--- src/rtl/mio_pkg.sv ---
// mio_arbiter shared definitions: grant states,
// address step and counter-width helper.
package mio_pkg;

  typedef enum logic [1:0] {
    IDLE = 2'b00,
    CPU  = 2'b01,
    GFX  = 2'b10,
    BAD  = 2'b11
  } mio_state_e;

  localparam int unsigned WORD_INC = 4;

  function automatic int unsigned cnt_w(
    input int unsigned n
  );
    return (n > 1) ? $clog2(n) : 1;
  endfunction

endpackage

--- src/rtl/mio_lat_cnt.sv ---
// Modulo-MEM_LAT access latency counter shared by
// the CPU and GFX grant states of mio_arbiter.
module mio_lat_cnt
  import mio_pkg::*;
#(
  parameter int unsigned MEM_LAT = 2
) (
  input  logic clk,
  input  logic reset,
  input  logic clr,
  input  logic en,
  output logic last
);

  localparam int unsigned CW = cnt_w(MEM_LAT);

  generate
    if (MEM_LAT == 1) begin : g_single
      // every cycle is the final cycle of an access
      assign last = 1'b1;
    end else begin : g_multi
      logic [CW-1:0] cnt_q;
      logic [CW-1:0] cnt_d;

      assign last = (cnt_q == CW'(MEM_LAT - 1));

      always_comb begin
        cnt_d = cnt_q;
        if (clr) begin
          cnt_d = '0;
        end else if (en) begin
          cnt_d = last ? '0 : cnt_q + CW'(1);
        end
      end

      always_ff @(posedge clk) begin
        if (reset) begin
          cnt_q <= '0;
        end else begin
          cnt_q <= cnt_d;
        end
      end
    end
  endgenerate

endmodule

--- src/rtl/mio_arbiter.sv ---
// CPU / graphics memory-port arbiter. Optional round-robin
// tie-break enabled by defining MIO_ARB_FAIR_EN.
module mio_arbiter
  import mio_pkg::*;
#(
  parameter int unsigned ADDR_W    = 32,
  parameter int unsigned DATA_W    = 32,
  parameter int unsigned MEM_LAT   = 2,
  parameter int unsigned GFX_BURST = 4
) (
  input  logic              clk,
  input  logic              reset,
  input  logic              cpu_req,
  input  logic              cpu_we,
  input  logic [ADDR_W-1:0] cpu_addr,
  input  logic [DATA_W-1:0] cpu_wdata,
  output logic [DATA_W-1:0] cpu_rdata,
  output logic              MIO_ready,
  input  logic              gfx_req,
  input  logic [ADDR_W-1:0] gfx_addr,
  output logic [DATA_W-1:0] gfx_rdata,
  output logic              gfx_valid,
  output logic              gfx_done,
  output logic              mem_en,
  output logic              mem_we,
  output logic [ADDR_W-1:0] mem_addr,
  output logic [DATA_W-1:0] mem_wdata,
  input  logic [DATA_W-1:0] mem_rdata,
  output logic [1:0]        grant_state
);

  localparam int unsigned BW = cnt_w(GFX_BURST);

  mio_state_e        state_q;
  logic [ADDR_W-1:0] addr_q;
  logic              we_q;
  logic [DATA_W-1:0] wdata_q;
  logic [BW-1:0]     beat_q;

  logic in_cpu;
  logic in_gfx;
  logic busy;
  logic lat_last;
  logic beat_last;
  logic pick_cpu;

  assign in_cpu    = (state_q == CPU);
  assign in_gfx    = (state_q == GFX);
  assign busy      = in_cpu | in_gfx;
  assign beat_last = (beat_q == BW'(GFX_BURST - 1));

  mio_lat_cnt #(
    .MEM_LAT(MEM_LAT)
  ) u_lat (
    .clk  (clk),
    .reset(reset),
    .clr  (~busy),
    .en   (busy),
    .last (lat_last)
  );

`ifdef MIO_ARB_FAIR_EN
  logic last_gfx_q;
  assign pick_cpu = cpu_req & (~gfx_req | last_gfx_q);
`else
  assign pick_cpu = cpu_req;
`endif

  always_ff @(posedge clk) begin
    if (reset) begin
      state_q <= IDLE;
      addr_q  <= '0;
      we_q    <= 1'b0;
      wdata_q <= '0;
      beat_q  <= '0;
`ifdef MIO_ARB_FAIR_EN
      last_gfx_q <= 1'b0;
`endif
    end else begin
      unique case (state_q)
        IDLE: begin
          beat_q <= '0;
          if (pick_cpu) begin
            state_q <= CPU;
            addr_q  <= cpu_addr;
            we_q    <= cpu_we;
            wdata_q <= cpu_wdata;
`ifdef MIO_ARB_FAIR_EN
            last_gfx_q <= 1'b0;
`endif
          end else if (gfx_req) begin
            state_q <= GFX;
            addr_q  <= gfx_addr;
            we_q    <= 1'b0;
            wdata_q <= '0;
`ifdef MIO_ARB_FAIR_EN
            last_gfx_q <= 1'b1;
`endif
          end
        end
        CPU: begin
          if (lat_last) state_q <= IDLE;
        end
        GFX: begin
          if (lat_last) begin
            // wraps naturally at 2^ADDR_W
            addr_q <= addr_q + ADDR_W'(WORD_INC);
            if (beat_last) begin
              state_q <= IDLE;
            end else begin
              beat_q <= beat_q + BW'(1);
            end
          end
        end
        default: state_q <= IDLE;
      endcase
    end
  end

  assign grant_state = state_q;
  assign mem_en      = busy;
  assign mem_we      = in_cpu & we_q;
  assign mem_addr    = busy ? addr_q : '0;
  assign mem_wdata   = in_cpu ? wdata_q : '0;

  assign MIO_ready = in_cpu & lat_last;
  assign cpu_rdata = MIO_ready ? mem_rdata : '0;
  assign gfx_valid = in_gfx & lat_last;
  assign gfx_done  = gfx_valid & beat_last;
  assign gfx_rdata = gfx_valid ? mem_rdata : '0;

endmodule

--- config.mk ---
export PLATFORM = sky130hd
export DESIGN_NAME = mio_arbiter
export DESIGN_NICKNAME = d
export VERILOG_FILES = /design/src/rtl/mio_pkg.sv /design/src/rtl/mio_lat_cnt.sv /design/src/rtl/mio_arbiter.sv
export SDC_FILE = /design/constraint.sdc
export NUM_CORES = 1
export LEC_CHECK = 0
export ABC_AREA = 1
export CORE_ASPECT_RATIO = 0.75
export CORE_MARGIN = 1.5
export CORE_UTILIZATION = 43
export DETAILED_ROUTE_END_ITERATION = 8
export GPL_TIMING_DRIVEN = 0
export PLACE_DENSITY = 0.88
export RECOVER_POWER = 50
export SETUP_SLACK_MARGIN = 0.15
export SLEW_MARGIN = 10
export SYNTH_ARGS = -nofsm -noshare
export SYNTH_HDL_FRONTEND = slang
export SYNTH_HIERARCHICAL = 1
export SYNTH_SLANG_ARGS = --single-unit
--- constraint.sdc ---
create_clock -name clk -period 4.9 [get_ports clk]
set_clock_uncertainty 0.1 [all_clocks]
set_input_delay 0.735 -clock clk [delete_from_list [all_inputs] [get_ports clk]]
set_output_delay 0.735 -clock clk [all_outputs]
set_load 0.02 [all_outputs]
After elaboration in Yosys (flattened, before gate mapping)

Cells that the tools add are included.

Flip-flop bits (word level): 70
Latch bits: 0
Memory bits (writable): 0
ROM bits: 0
Output and inout port bits: 135
Logic and storage cells: 52
Memories: 0

$add $sub $neg: 3
Multipliers: 0
Div/mod/pow operators: 0
Magnitude comparators: 0
Equality and inequality tests: 8
Shift-type cells: 0
Mux-type cells: 21
Bitwise operators: 6
Reduce and logical (&&, ||, !) cells: 8

Operators with widths:

| operator                                                         | count |
|---|---|
| 32-bit 2-to-1 mux                                                | 9 |
| 32-bit case mux with 2 select lines                              | 1 |
| 32-bit by 3-bit adder with 32-bit output (second input constant) | 1 |
| 2-bit 2-to-1 mux                                                 | 7 |
| 2-bit by 1-bit != test with 1-bit output (second input constant) | 3 |
| 2-bit case mux with 3 select lines                               | 1 |
| 3-bit AND reduction                                              | 2 |
| 1-bit bitwise AND                                                | 4 |
| 2-bit == test (second input constant)                            | 2 |
| 2-bit case mux with 2 select lines                               | 1 |
| 4-bit AND reduction                                              | 1 |
| 2-bit nonzero test                                               | 2 |
| 3-bit != test (second input constant)                            | 1 |
| 3-bit OR reduction                                               | 1 |
| 2-bit by 1-bit adder with 2-bit output (second input constant)   | 1 |
| 2-bit by 1-bit == test with 1-bit output (second input constant) | 1 |
| 2-bit zero test                                                  | 1 |
| 1-bit 2-to-1 mux                                                 | 2 |
| 2-bit != test (second input constant)                            | 1 |
| 2-bit AND reduction                                              | 1 |
| 1-bit adder (second input constant)                              | 1 |
| 1-bit inverter                                                   | 1 |
| 1-bit OR                                                         | 1 |

Logic depth before layout (Yosys ltp)

Gate-level depths: netlist of run 1.

Depth in word-level cells: 4
Mapped depth: 11

Modules after synthesis

Netlist of run 1, hierarchy kept.

By module, submodules not included:

| module      | instances | cells each | area each (sq um) |
|---|---|---|---|
| mio_arbiter | 1         | 878        | 4890.9 |
| mio_lat_cnt | 1         | 6          | 41.3 |

Worst setup path before layout of run 1

No wires, ideal clock.

Kind: flip-flop to output port
Start: register state_q[0] (netlist: grant_state[0])
End: output mem_addr[10]
Arrival: 1717 ps
Setup slack: 2348 ps
Stages on the path, launching flop included: 7
Cell sequence: dfxtp_1 inv_1 ha_1 clkbuf_1 clkbuf_1 nand2_1 inv_1

Longest elaborated chain between the ends: 3
Elaborated cells on any way between the ends: 4
Classes of those cells: eq/ne (2); mux (1); bitwise (1)

RTL lines:

| what                                                                      | RTL line                             | source |
|---|---|---|
| from (decl)                                                               | mio_arbiter.sv:34                    | `mio_state_e state_q;` |
| from (signal assigned)                                                    | mio_arbiter.sv:71                    | `state_q <= IDLE;` |
| from (signal assigned)                                                    | mio_arbiter.sv:84                    | `state_q <= CPU;` |
| from (signal assigned)                                                    | mio_arbiter.sv:92                    | `state_q <= GFX;` |
| 2-bit by 1-bit == test with 1-bit output or 2-bit == test (tied branches) | mio_arbiter.sv:47, mio_arbiter.sv:48 |  |
| 1-bit OR (*)                                                              | mio_arbiter.sv:49                    | `assign busy = in_cpu \| in_gfx;` |
| net mem_en                                                                | mio_arbiter.sv:24                    | `output logic mem_en,` |
| 32-bit 2-to-1 mux (*)                                                     | mio_arbiter.sv:123                   | `assign mem_addr = busy ? addr_q : '0;` |
| to (decl)                                                                 | mio_arbiter.sv:26                    | `output logic [ADDR_W-1:0] mem_addr,` |

Mark *: on every way through the listed nets, which the timed path passes. The rest lies on a longest branch.

Worst setup path in the final report of run 1

Start: register state_q[0] (netlist: grant_state[0])
End: output mem_addr[28]

Longest elaborated chain between the ends: 3
Elaborated cells on any way between the ends: 4
Classes of those cells: eq/ne (2); mux (1); bitwise (1)

RTL lines:

| what                                                                      | RTL line |
|---|---|
| 2-bit by 1-bit == test with 1-bit output or 2-bit == test (tied branches) | mio_arbiter.sv:47, mio_arbiter.sv:48 |
| 1-bit OR (*)                                                              | mio_arbiter.sv:49 |
| 32-bit 2-to-1 mux (*)                                                     | mio_arbiter.sv:123 |

Every way passes the cells marked *; elsewhere a longest branch is shown, timed or not.

==> run_results.csv, run 1 <==
group,metric,value,unit
clock_tree,clock_latency,330,ps
worst_setup_path,endpoint_kind,"output port",
timing,setup_ws,1330,ps
clock_tree,clk_pin_slew,50,ps
worst_setup_path,critical_path.max_stage_delay,600,ps
pwr,p_sw,0.00137,W
synth,yosysTopAreaCellShare,28.4,%
routing,wirelength,19200,µm
synth,ys_ff_latch,70,
timing,rsz0062_at_grt,"false",
clock_tree,cts_tree,"yes",
clock_tree,cts-resized-gates,0,
placed_design,dpl_worst_slack,1670,ps
routing,vias_per_cell,4.93,
run_status,status,"completed",
timing,hold_viol,0,
global_routing,grt_pass1_wl,29000,µm
worst_setup_path,cp_cell_sequence,"inv_1 > ha_1 > clkbuf_1 > clkbuf_1 > nand2_1 > inv_1 > clkdlybuf4s50_1",
finish,nets,1300,
min_path,hold_depth,2,
worst_setup_path,cp_num_cells,7,
synth,seq_area_frac_synth,28.4,%
routing,via_count,6446,
clock_tree,cts_hold_buf,0,
synth,synth-main-ff-cell,"dfxtp_1",
placed_design,gp_congestion,0.987,
global_routing,grt.overflow.total,0,
routing,antenna_left,0,
timing,setup_violations,0,
pwr,power.internal,0.00178,W
pwr,combPwrFrac,48.4,%
routing,drtPass1Iterations,6,
synth,synthesis.area,0.00493,mm²
worst_setup_path,crit_required,4070,ps
clock_tree,cts_buffers,9,
global_routing,grt_max_degree,12,
finish,n_fill_cell,973,
global_routing,first_global_vias,5755,
worst_setup_path,critical-path-top-delay-family,"buffers and inverters",
floorplan,die_w,127,µm
run,drv_cap,0,
global_routing,grt_usage,30.6,%
synth,syn_area_per_cell,5.58,µm²
synth,synthCells,884,
clock_tree,cts-root-buf,"clkbuf_16",
pwr,p_sw_share,43.6,%
clock_tree,post_cts_buffers,0,
worst_setup_path,path_buf_inv,5,
pwr,ir_drop,0.000264,V
synth,yosysUniqueCellTypes,34,
pwr,power_frac_seq,29.0,%
synth,synth_edf_count,0,
worst_setup_path,start_kind,"flop",
routing,drtIter0Drc,481,
worst_setup_path,crit_path_max_fanout,10,
timing,tns,0,ps
synth,async_flop_share,0,%
timing,holdWs,360,ps
floorplan,die_h,95.8,µm
finish,final_util,72.6,%
synth,synth_common_cells,"nand2_1 (226), nor2_1 (189), inv_1 (133), a21oi_1 (72), dfxtp_1 (70)",
timing,min_period_over_period,72.9,%
clock_tree,cts_num_sinks,70,
synth,synth_top_area_cell,"dfxtp_1",
finish,area_growth,62.8,%
synth,ys_top_cells_by_area,"dfxtp_1 (28%), nand2_1 (17%), nor2_1 (14%)",
floorplan,ios,268,
pwr,clockPowerShare,22.6,%
timing,fmax,280,MHz
routing,wl_per_cell,14.7,µm
floorplan,initial_core_util,44.6,%
pwr,p_per_area,393,mW/mm²
timing,fin_crit,3570,ps
synth,synth_warnings,6,
placed_design,portBuffers,266,
worst_setup_path,slowest_stage,"clkdlybuf4s50_1",
floorplan,die-area,0.0121,mm²
timing,drv_slew,0,
synth,yosysMostFrequentCell,"nand2_1",
clock_tree,clock_path_buffers,2,
timing,relSlewSlack,51.9,%
pwr,leakagePower,3.80,nW
floorplan,num_rows,33,
floorplan,coreArea,0.0111,mm²
worst_setup_path,crit_type,"flop to output port",
min_path,hp-class,"flop to flop",
worst_setup_path,cp.arrival,2740,ps
worst_setup_path,r2r_cells,10,
finish,layout-drive-gt1-share,3.61,%
clock_tree,cts.htree.levels,3,
routing,drc,0,
synth,syn_nets,1023,
placed_design,dp_hpwl,15500,µm
timing,worst_pin_slew,719,ps
global_routing,antenna_found_initial,1,
==> cells by family (layout without fill, tap and decap cells) <==
family	count (synthesis)	in the layout	synth area share, %
and+or+nand+nor	469	469	38.8
buffers and inverters	185	466	15.0
DFF	70	70	28.4
other	0	2	0
AOI/OAI and AO/OA	152	152	15.9
adders and majority gates	6	6	1.52
xor gates and xnor gates	2	2	0.355
==> worst register-to-register path, stage by stage (launching register included) <==
cell and delay (ps):
dfxtp_1 360, inv_1 110, ha_1 200, clkbuf_1 240, inv_1 400, a21oi_1 120, nor2_1 570, clkinvlp_2 520
clkbuf_1 330, nor2_1 200, a21oi_1 80
==> state kept, by name, indices dropped and copies added, names as in the netlist <==
signal / flops
u_lat/last: 1
addr_q: 32
wdata_q: 32
beat_q: 2
we_q: 1
grant_state: 2
==> final cells by class <==
class	instances	area, µm²	share of cell area, %
plain buffers	46	181	2.26
repair buffers	266	2660	33.2
diodes	2	5.00	0.0623
inverters	139	523	6.51
flip-flops and latches	70	1400	17.5
clock inverters	4	70.1	0.873
multi-input cells	629	2760	34.4
well taps	140	175	2.18
clock buffers	11	253	3.15
==> power by group through the flow <==
stage               registers [W]  clock network, W  logic (W)
CTS                      0.000907          0.000719    0.00159
detailed placement       0.000917                 0    0.00158
global route             0.000935          0.000742    0.00168
finish                   0.000914          0.000711    0.00153
floorplan                0.000876                 0   0.000976
global placement         0.000913                 0    0.00155
==> placed cells by master, fill, tap and decap left out, drive strengths merged, types with 3 or more instances in the layout <==
cell type	instances
clkdlybuf4s50	232
nand2	231
nor2	200
inv	137
a21oi	73
dfxtp	70
o21ai	69
clkbuf	50
dlygate4sd3	34
nand3	33
buf	7
ha	6
a31oi	5
clkinv	3
==> metal layers <==
layer  share of wire (%)  global-route usage, %  up-vias
met3                 8.6                   5.06       34
met4                 2.3                   10.5        0
li1                    -                      -     3245
met1                  41                   38.3     2877
met2                  48                   54.1      290
met5                   0                      0        -
==> metrics by stage <==
stage                     total power [W]  instance area, µm²  cells
after floorplan                   0.00185                4930    884
after global placement            0.00246                7770   1290
after detailed placement          0.00250                7770   1290
after CTS                         0.00322                8090   1305
after global routing              0.00335                8030   1306
final                             0.00315                8030   1307
==> path summary, 6_finish.rpt <==
path	from	end	slack, ps
setup / recovery	grant_state[0]$_SDFFE_PP0P_	mem_addr[28]	1330
hold / removal	wdata_q[22]$_SDFFE_PP0P_	wdata_q[22]$_SDFFE_PP0P_	360
setup reg to reg	grant_state[0]$_SDFFE_PP0P_	addr_q[19]$_SDFFE_PP0P_	1570
hold reg to reg	wdata_q[22]$_SDFFE_PP0P_	wdata_q[22]$_SDFFE_PP0P_	360
Note: power is estimated with default switching activity, not from simulation.
==> inputs of run 2 (changes only) <==
--- a/config.mk
+++ b/config.mk
@@ -8,10 +8,10 @@
 export ABC_AREA = 1
 export CORE_ASPECT_RATIO = 0.75
 export CORE_MARGIN = 1.5
-export CORE_UTILIZATION = 43
+export CORE_UTILIZATION = 40
 export DETAILED_ROUTE_END_ITERATION = 8
 export GPL_TIMING_DRIVEN = 0
-export PLACE_DENSITY = 0.88
+export PLACE_DENSITY = 0.82
 export RECOVER_POWER = 50
 export SETUP_SLACK_MARGIN = 0.15
 export SLEW_MARGIN = 10
==> constraint.sdc (replaced) <==
create_clock -name clk -period 3.7 [get_ports clk]
set_clock_uncertainty 0.1 [all_clocks]
set_input_delay 0.555 -clock clk [delete_from_list [all_inputs] [get_ports clk]]
set_output_delay 0.555 -clock clk [all_outputs]
set_load 0.02 [all_outputs]
==> run 2 against run 1 <==
Effect of this change:
- total power increased by 31%
- largest cell class unchanged
- sequential power up 32%
- highest routed layer unchanged
- critical path type is now flop to flop
- first-iteration DRC count shrank 7.3%
- clock-buffer cell count unchanged
- die area up 7.3%
- wire length decreased by 0.22%
- sequential share of layout area about the same
- combinational power increased by 33%
- hold slack better by 1.4 ps
- clock power rose by 24%
- global-route usage down 1.8 points
- sequential cell count unchanged
- largest power group unchanged
==> run_results.csv, run 2 (same netlist as run 1, synthesis figures left out) <==
group,metric,value,unit
run_status,status,"completed",
finish,top_regs,"addr_q (32), wdata_q (32)",
pwr,ir_drop,0.000267,V
timing,worst_pin_slew,856,ps
routing,vias_per_cell,4.79,
clock_tree,post_cts_buffers,0,
worst_setup_path,cp_cell_sequence,"inv_1 > ha_1 > clkbuf_1 > inv_1 > a21oi_1 > nor2_1 > clkinvlp_2 > clkbuf_1 > nor2_1 > a21oi_1",
placed_design,dp_hpwl,15500,µm
placed_design,dpl_worst_slack,730,ps
clock_tree,cts-root-buf,"clkbuf_16",
global_routing,antenna_found_initial,2,
routing,wl_per_cell,14.4,µm
finish,layout-drive-gt1-share,3.95,%
placed_design,portBuffers,266,
timing,setup_ws,364,ps
worst_setup_path,slowest_stage,"nor2_1",
worst_setup_path,reg2reg_slack,360,ps
finish,most-common-layout-cells,"clkdlybuf4s50_1 (232), nand2_1 (226), nor2_1 (190)",
pwr,combPwrFrac,49.2,%
timing,fin_crit,3340,ps
clock_tree,cts_tree,"yes",
worst_setup_path,critPathLaunch,"grant_state[0]$_SDFFE_PP0P_",
global_routing,grt_max_degree,13,
clock_tree,cts_buffers,9,
routing,antenna_left,0,
finish,n_fill_cell,1127,
timing,fmax,300,MHz
worst_setup_path,regToRegStartpoint,"grant_state[0]$_SDFFE_PP0P_",
pwr,power_frac_seq,29.4,%
pwr,leakagePower,3.79,nW
global_routing,first_global_vias,5730,
worst_setup_path,critical_path.max_stage_delay,560,ps
pwr,p_sw,0.00184,W
timing,min_period_over_period,90.2,%
worst_setup_path,start_kind,"flop",
pwr,clockPowerShare,21.4,%
global_routing,grt_usage,28.7,%
clock_tree,clock_latency,340,ps
worst_setup_path,critical-path-top-delay-family,"buffers and inverters",
placed_design,gp_congestion,0.954,
clock_tree,clk_pin_slew,50,ps
timing,tns,0,ps
pwr,p_sw_share,44.6,%
worst_setup_path,crit_required,3820,ps
clock_tree,clock_path_buffers,2,
worst_setup_path,timing.rr.end,"addr_q[19]$_SDFFE_PP0P_",
min_path,hold_depth,2,
finish,nets,1300,
finish,final_common_cell,"clkdlybuf4s50_1",
floorplan,num_rows,34,
pwr,p_per_area,511,mW/mm²
worst_setup_path,cp_num_cells,10,
finish,final_util,68.1,%
routing,drtIter0Drc,446,
pwr,power.internal,0.00228,W
routing,drc,0,
timing,rsz0062_at_grt,"false",
timing,setup_violations,0,
timing,hold_viol,0,
worst_setup_path,crit_type,"flop to flop",
routing,drtPass1Iterations,6,
worst_setup_path,endpoint_kind,"flop",
routing,wirelength,19200,µm
floorplan,die-area,0.0130,mm²
worst_setup_path,critPathCapture,"addr_q[19]$_SDFFE_PP0P_",
worst_setup_path,path_buf_inv,5,
run,drv_cap,0,
global_routing,grt_pass1_wl,29600,µm
min_path,hp-class,"flop to flop",
finish,area_growth,63.2,%
routing,via_count,6373,
finish,fin_cells,1330,
placed_design,dp_cells,1312,
timing,relSlewSlack,42.3,%
floorplan,die_h,99.2,µm
global_routing,grt.overflow.total,0,
timing,drv_slew,0,
floorplan,ios,268,
floorplan,die_w,131,µm
clock_tree,cts.htree.levels,3,
floorplan,initial_core_util,41.7,%
worst_setup_path,cp.arrival,3450,ps
clock_tree,cts_num_sinks,70,
floorplan,coreArea,0.0118,mm²
worst_setup_path,r2r_cells,10,
worst_setup_path,crit_path_max_fanout,10,
[run 2: worst reg2reg max path, stage by stage, from the launching register on]
cell,delay [ps]
dfxtp_1,360
inv_1,110
ha_1,210
clkbuf_1,200
inv_1,360
a21oi_1,130
nor2_1,560
clkinvlp_2,540
clkbuf_1,350
nor2_1,210
a21oi_1,90
[run 2: power by group through the flow]
stage               registers, W  clock network [W]  logic, W
floorplan                0.00116                  0   0.00129
global placement         0.00121                  0   0.00205
detailed placement       0.00122                  0   0.00208
CTS                      0.00120           0.000886   0.00210
global route             0.00125           0.000914   0.00224
finish                   0.00121           0.000880   0.00203
[run 2: per-stage QoR]
stage | hold slack [ps] | instance area [µm²] | total power [W]
after floorplan | 340 | 4930 | 0.00245
after global routing | 379 | 8050 | 0.00440
after global placement | 349 | 7800 | 0.00326
after CTS | 363 | 8100 | 0.00419
after detailed placement | 353 | 7800 | 0.00330
final | 362 | 8050 | 0.00412
[run 2: metal layers]
metal / vias to the layer above / wire length [µm] / track usage (%)
li1: 3240 / - / -
met5: - / 0 / 0
met4: 0 / 546 / 10.5
met3: 38 / 1480 / 6.17
met2: 285 / 8810 / 48.6
met1: 2810 / 8330 / 36.4
[run 2: layout make-up]
type	instances	area, µm²	area share, %
Multi-Input combinational cell	629	2770	34.4
Clock buffer	11	243	3.01
Inverter	139	523	6.50
Buffer	46	185	2.30
Sequential cell	70	1400	17.4
Antenna cell	2	5.00	0.0622
Timing Repair Buffer	266	2660	33.1
Tap cell	162	203	2.52
Clock inverter	5	58.8	0.730
[run 2: repair_timing]
action / 4_1_cts / 5_1_grt
hold buffers: 0 / 0
endpoints found under the setup margin: 0 / 3
resized for setup: 0 / 2
[run 2: worst min path at each step]
stage	start	to	slack (ps)
floorplan	wdata_q[0]$_SDFFE_PP0P_	wdata_q[0]$_SDFFE_PP0P_	340
global placement	wdata_q[3]$_SDFFE_PP0P_	wdata_q[3]$_SDFFE_PP0P_	350
detailed placement	wdata_q[6]$_SDFFE_PP0P_	wdata_q[6]$_SDFFE_PP0P_	350
CTS	wdata_q[6]$_SDFFE_PP0P_	wdata_q[6]$_SDFFE_PP0P_	360
global route	wdata_q[21]$_SDFFE_PP0P_	wdata_q[21]$_SDFFE_PP0P_	380
finish	wdata_q[7]$_SDFFE_PP0P_	wdata_q[7]$_SDFFE_PP0P_	360
==> inputs of run 3 (changes only) <==
--- a/config.mk
+++ b/config.mk
@@ -8,10 +8,10 @@
 export ABC_AREA = 1
 export CORE_ASPECT_RATIO = 0.75
 export CORE_MARGIN = 1.5
-export CORE_UTILIZATION = 40
+export CORE_UTILIZATION = 36
 export DETAILED_ROUTE_END_ITERATION = 8
 export GPL_TIMING_DRIVEN = 0
-export PLACE_DENSITY = 0.82
+export PLACE_DENSITY = 0.78
 export RECOVER_POWER = 50
 export SETUP_SLACK_MARGIN = 0.15
 export SLEW_MARGIN = 10
==> constraint.sdc (replaced) <==
create_clock -name clk -period 2.95 [get_ports clk]
set_clock_uncertainty 0.1 [all_clocks]
set_input_delay 0.4425 -clock clk [delete_from_list [all_inputs] [get_ports clk]]
set_output_delay 0.4425 -clock clk [all_outputs]
set_load 0.02 [all_outputs]
==> run 3 against run 2 <==
Effect of this change:
- wire length rose by 0.97%
- highest routed layer unchanged
- clock-buffer cell count rose by 3
- sequential cell count is the same
- sequential share of layout area grew 0.37 points
- global-route usage decreased by 2.8 points
- die area grew 11%
- setup slack lost 92 ps
- hold slack improved by 0.76 ps
- clock power up 18%
- sequential power is 26% higher
==> run_results.csv, run 3 (same netlist as run 1, synthesis figures left out) <==
group,metric,value,unit
run_status,status,"completed",
run,drv_cap,0,
clock_tree,clock_latency,340,ps
routing,wl_per_cell,14.5,µm
floorplan,die_w,138,µm
pwr,ir_drop,0.000377,V
routing,antenna_left,0,
timing,hold_viol,0,
worst_setup_path,slowest_stage,"clkdlybuf4s50_1",
worst_setup_path,critical-path-top-delay-family,"buffers and inverters",
floorplan,die_h,104,µm
worst_setup_path,crit_type,"flop to output port",
floorplan,ios,268,
routing,wirelength,19400,µm
global_routing,grt.overflow.total,0,
worst_setup_path,cp_cell_sequence,"inv_1 > ha_1 > buf_6 > nand2_4 > buf_2 > nor2_1 > clkdlybuf4s50_1",
finish,top_regs,"addr_q (32), wdata_q (32)",
placed_design,gp_congestion,0.969,
clock_tree,cts_tree,"yes",
finish,nets,1300,
global_routing,grt_pass1_wl,30000,µm
timing,setup_violations,0,
global_routing,first_global_vias,5708,
pwr,power.internal,0.00280,W
worst_setup_path,timing.rr.end,"addr_q[22]$_SDFFE_PP0P_",
worst_setup_path,critical_path.max_stage_delay,610,ps
worst_setup_path,regToRegStartpoint,"grant_state[0]$_SDFFE_PP0P_",
min_path,hold_depth,2,
worst_setup_path,cp.arrival,2140,ps
worst_setup_path,path_buf_inv,4,
floorplan,coreArea,0.0132,mm²
finish,final_common_cell,"nand2_1",
routing,vias_per_cell,4.77,
floorplan,initial_core_util,37.4,%
routing,drc,0,
routing,via_count,6378,
worst_setup_path,start_kind,"flop",
placed_design,dp_hpwl,15700,µm
global_routing,antenna_found_initial,1,
timing,fmax,373,MHz
worst_setup_path,endpoint_kind,"output port",
clock_tree,clock_path_buffers,2,
timing,relSlewSlack,51.1,%
finish,layout-drive-gt1-share,5.49,%
clock_tree,cts-root-buf,"clkbuf_16",
routing,drtIter0Drc,390,
worst_setup_path,r2r_cells,9,
timing,rsz0062_at_grt,"false",
clock_tree,clk_pin_slew,60,ps
pwr,p_sw_share,45.0,%
clock_tree,cts.htree.levels,3,
timing,fin_crit,2680,ps
floorplan,num_rows,36,
pwr,p_per_area,645,mW/mm²
finish,most-common-layout-cells,"nand2_1 (225), nor2_1 (190), clkdlybuf4s50_1 (178)",
pwr,clockPowerShare,20.4,%
floorplan,die-area,0.0144,mm²
placed_design,dp_cells,1321,
global_routing,grt_max_degree,12,
min_path,hold-path-endpoint,"wdata_q[21]$_SDFFE_PP0P_",
placed_design,portBuffers,266,
pwr,combPwrFrac,49.7,%
worst_setup_path,reg2reg_slack,350,ps
pwr,power_frac_seq,29.9,%
worst_setup_path,crit_required,2410,ps
pwr,leakagePower,4.02,nW
finish,final_util,59.7,%
timing,drv_slew,0,
routing,drtPass1Iterations,5,
timing,min_period_over_period,90.8,%
finish,area_growth,59.8,%
clock_tree,cts_num_sinks,70,
global_routing,grt_usage,26.0,%
timing,tns,0,ps
worst_setup_path,crit_path_max_fanout,10,
timing,worst_pin_slew,731,ps
finish,fin_cells,1338,
min_path,min_from,"wdata_q[21]$_SDFFE_PP0P_",
min_path,hp-class,"flop to flop",
pwr,p_sw,0.00229,W
clock_tree,cts_buffers,9,
[run 3: cell count changes in the layout (fill, tap and decap cells not counted), moves of 2 or more]
cell,previous run,this run
buf_2,8,13
buf_4,0,2
buf_6,0,3
clkbuf_1,37,46
clkbuf_2,2,5
clkbuf_4,0,6
clkdlybuf4s50_1,232,178
dlygate4sd2_1,0,55
dlygate4sd3_1,34,3
dlymetal6s2s_1,0,4
[run 3: layout make-up]
type | count | area, µm²
Timing Repair Buffer | 266 | 2440
Clock buffer | 14 | 264
Sequential cell | 70 | 1400
Tap cell | 171 | 214
Clock inverter | 2 | 16.3
Fill cell | 1301 | 5310
Buffer | 46 | 248
Multi-Input combinational cell | 629 | 2770
Inverter | 139 | 524
Antenna cell | 1 | 2.50
[run 3: metal layers]
layer	share of wire, %	vias to the layer above	global-route usage (%)
met4	1.7	0	6.24
li1	-	3249	-
met1	44	2862	33.1
met5	0	-	0
met2	47	248	45.0
met3	7.4	19	5.02
[run 3: power by group through the flow]
stage	Clock, W	Combinational (W)	Sequential (W)
2_1_floorplan	0	0.00162	0.00146
3_3_place_gp	0	0.00258	0.00152
3_5_place_dp	0	0.00262	0.00153
4_1_cts	0.00105	0.00258	0.00151
5_1_grt	0.00109	0.00279	0.00156
6_report	0.00104	0.00253	0.00152
[run 3: worst max-delay path by stage]
stage / cells past startpoint / end / slack [ps] / from
floorplan: 6 / mem_addr[10] / 690 / grant_state[0]$_SDFFE_PP0P_
global placement: 7 / mem_addr[27] / 110 / grant_state[1]$_SDFFE_PP0P_
detailed placement: 7 / cpu_rdata[8] / 40 / grant_state[1]$_SDFFE_PP0P_
CTS: 7 / cpu_rdata[24] / 150 / grant_state[1]$_SDFFE_PP0P_
global route: 9 / addr_q[22]$_SDFFE_PP0P_ / 100 / grant_state[0]$_SDFFE_PP0P_
finish: 7 / gfx_rdata[7] / 270 / grant_state[0]$_SDFFE_PP0P_
[run 3: per-stage QoR]
stage	total power [W]	hold slack (ps)	setup slack [ps]	cell area, µm²
final	0.00508	362	272	7880
after CTS	0.00514	362	148	8050
after global placement	0.00410	349	107	7810
after global routing	0.00544	376	95.9	7880
after floorplan	0.00308	340	690	4930
after detailed placement	0.00415	353	44.0	7810
[run 3: timing repair]
item,4_1_cts,5_1_grt
setup buffers,0,0
gates resized for setup,73,40
setup endpoints to repair,119,61
cloned,0,0
hold buffers,0,0
[run 3: worst register-to-register path: stages (launching register included)]
cell,delay [ps]
dfxtp_1,350
inv_1,100
ha_1,220
buf_6,140
inv_1,290
a21oi_1,120
nor2_1,580
buf_2,360
o21ai_0,110
a21oi_1,150
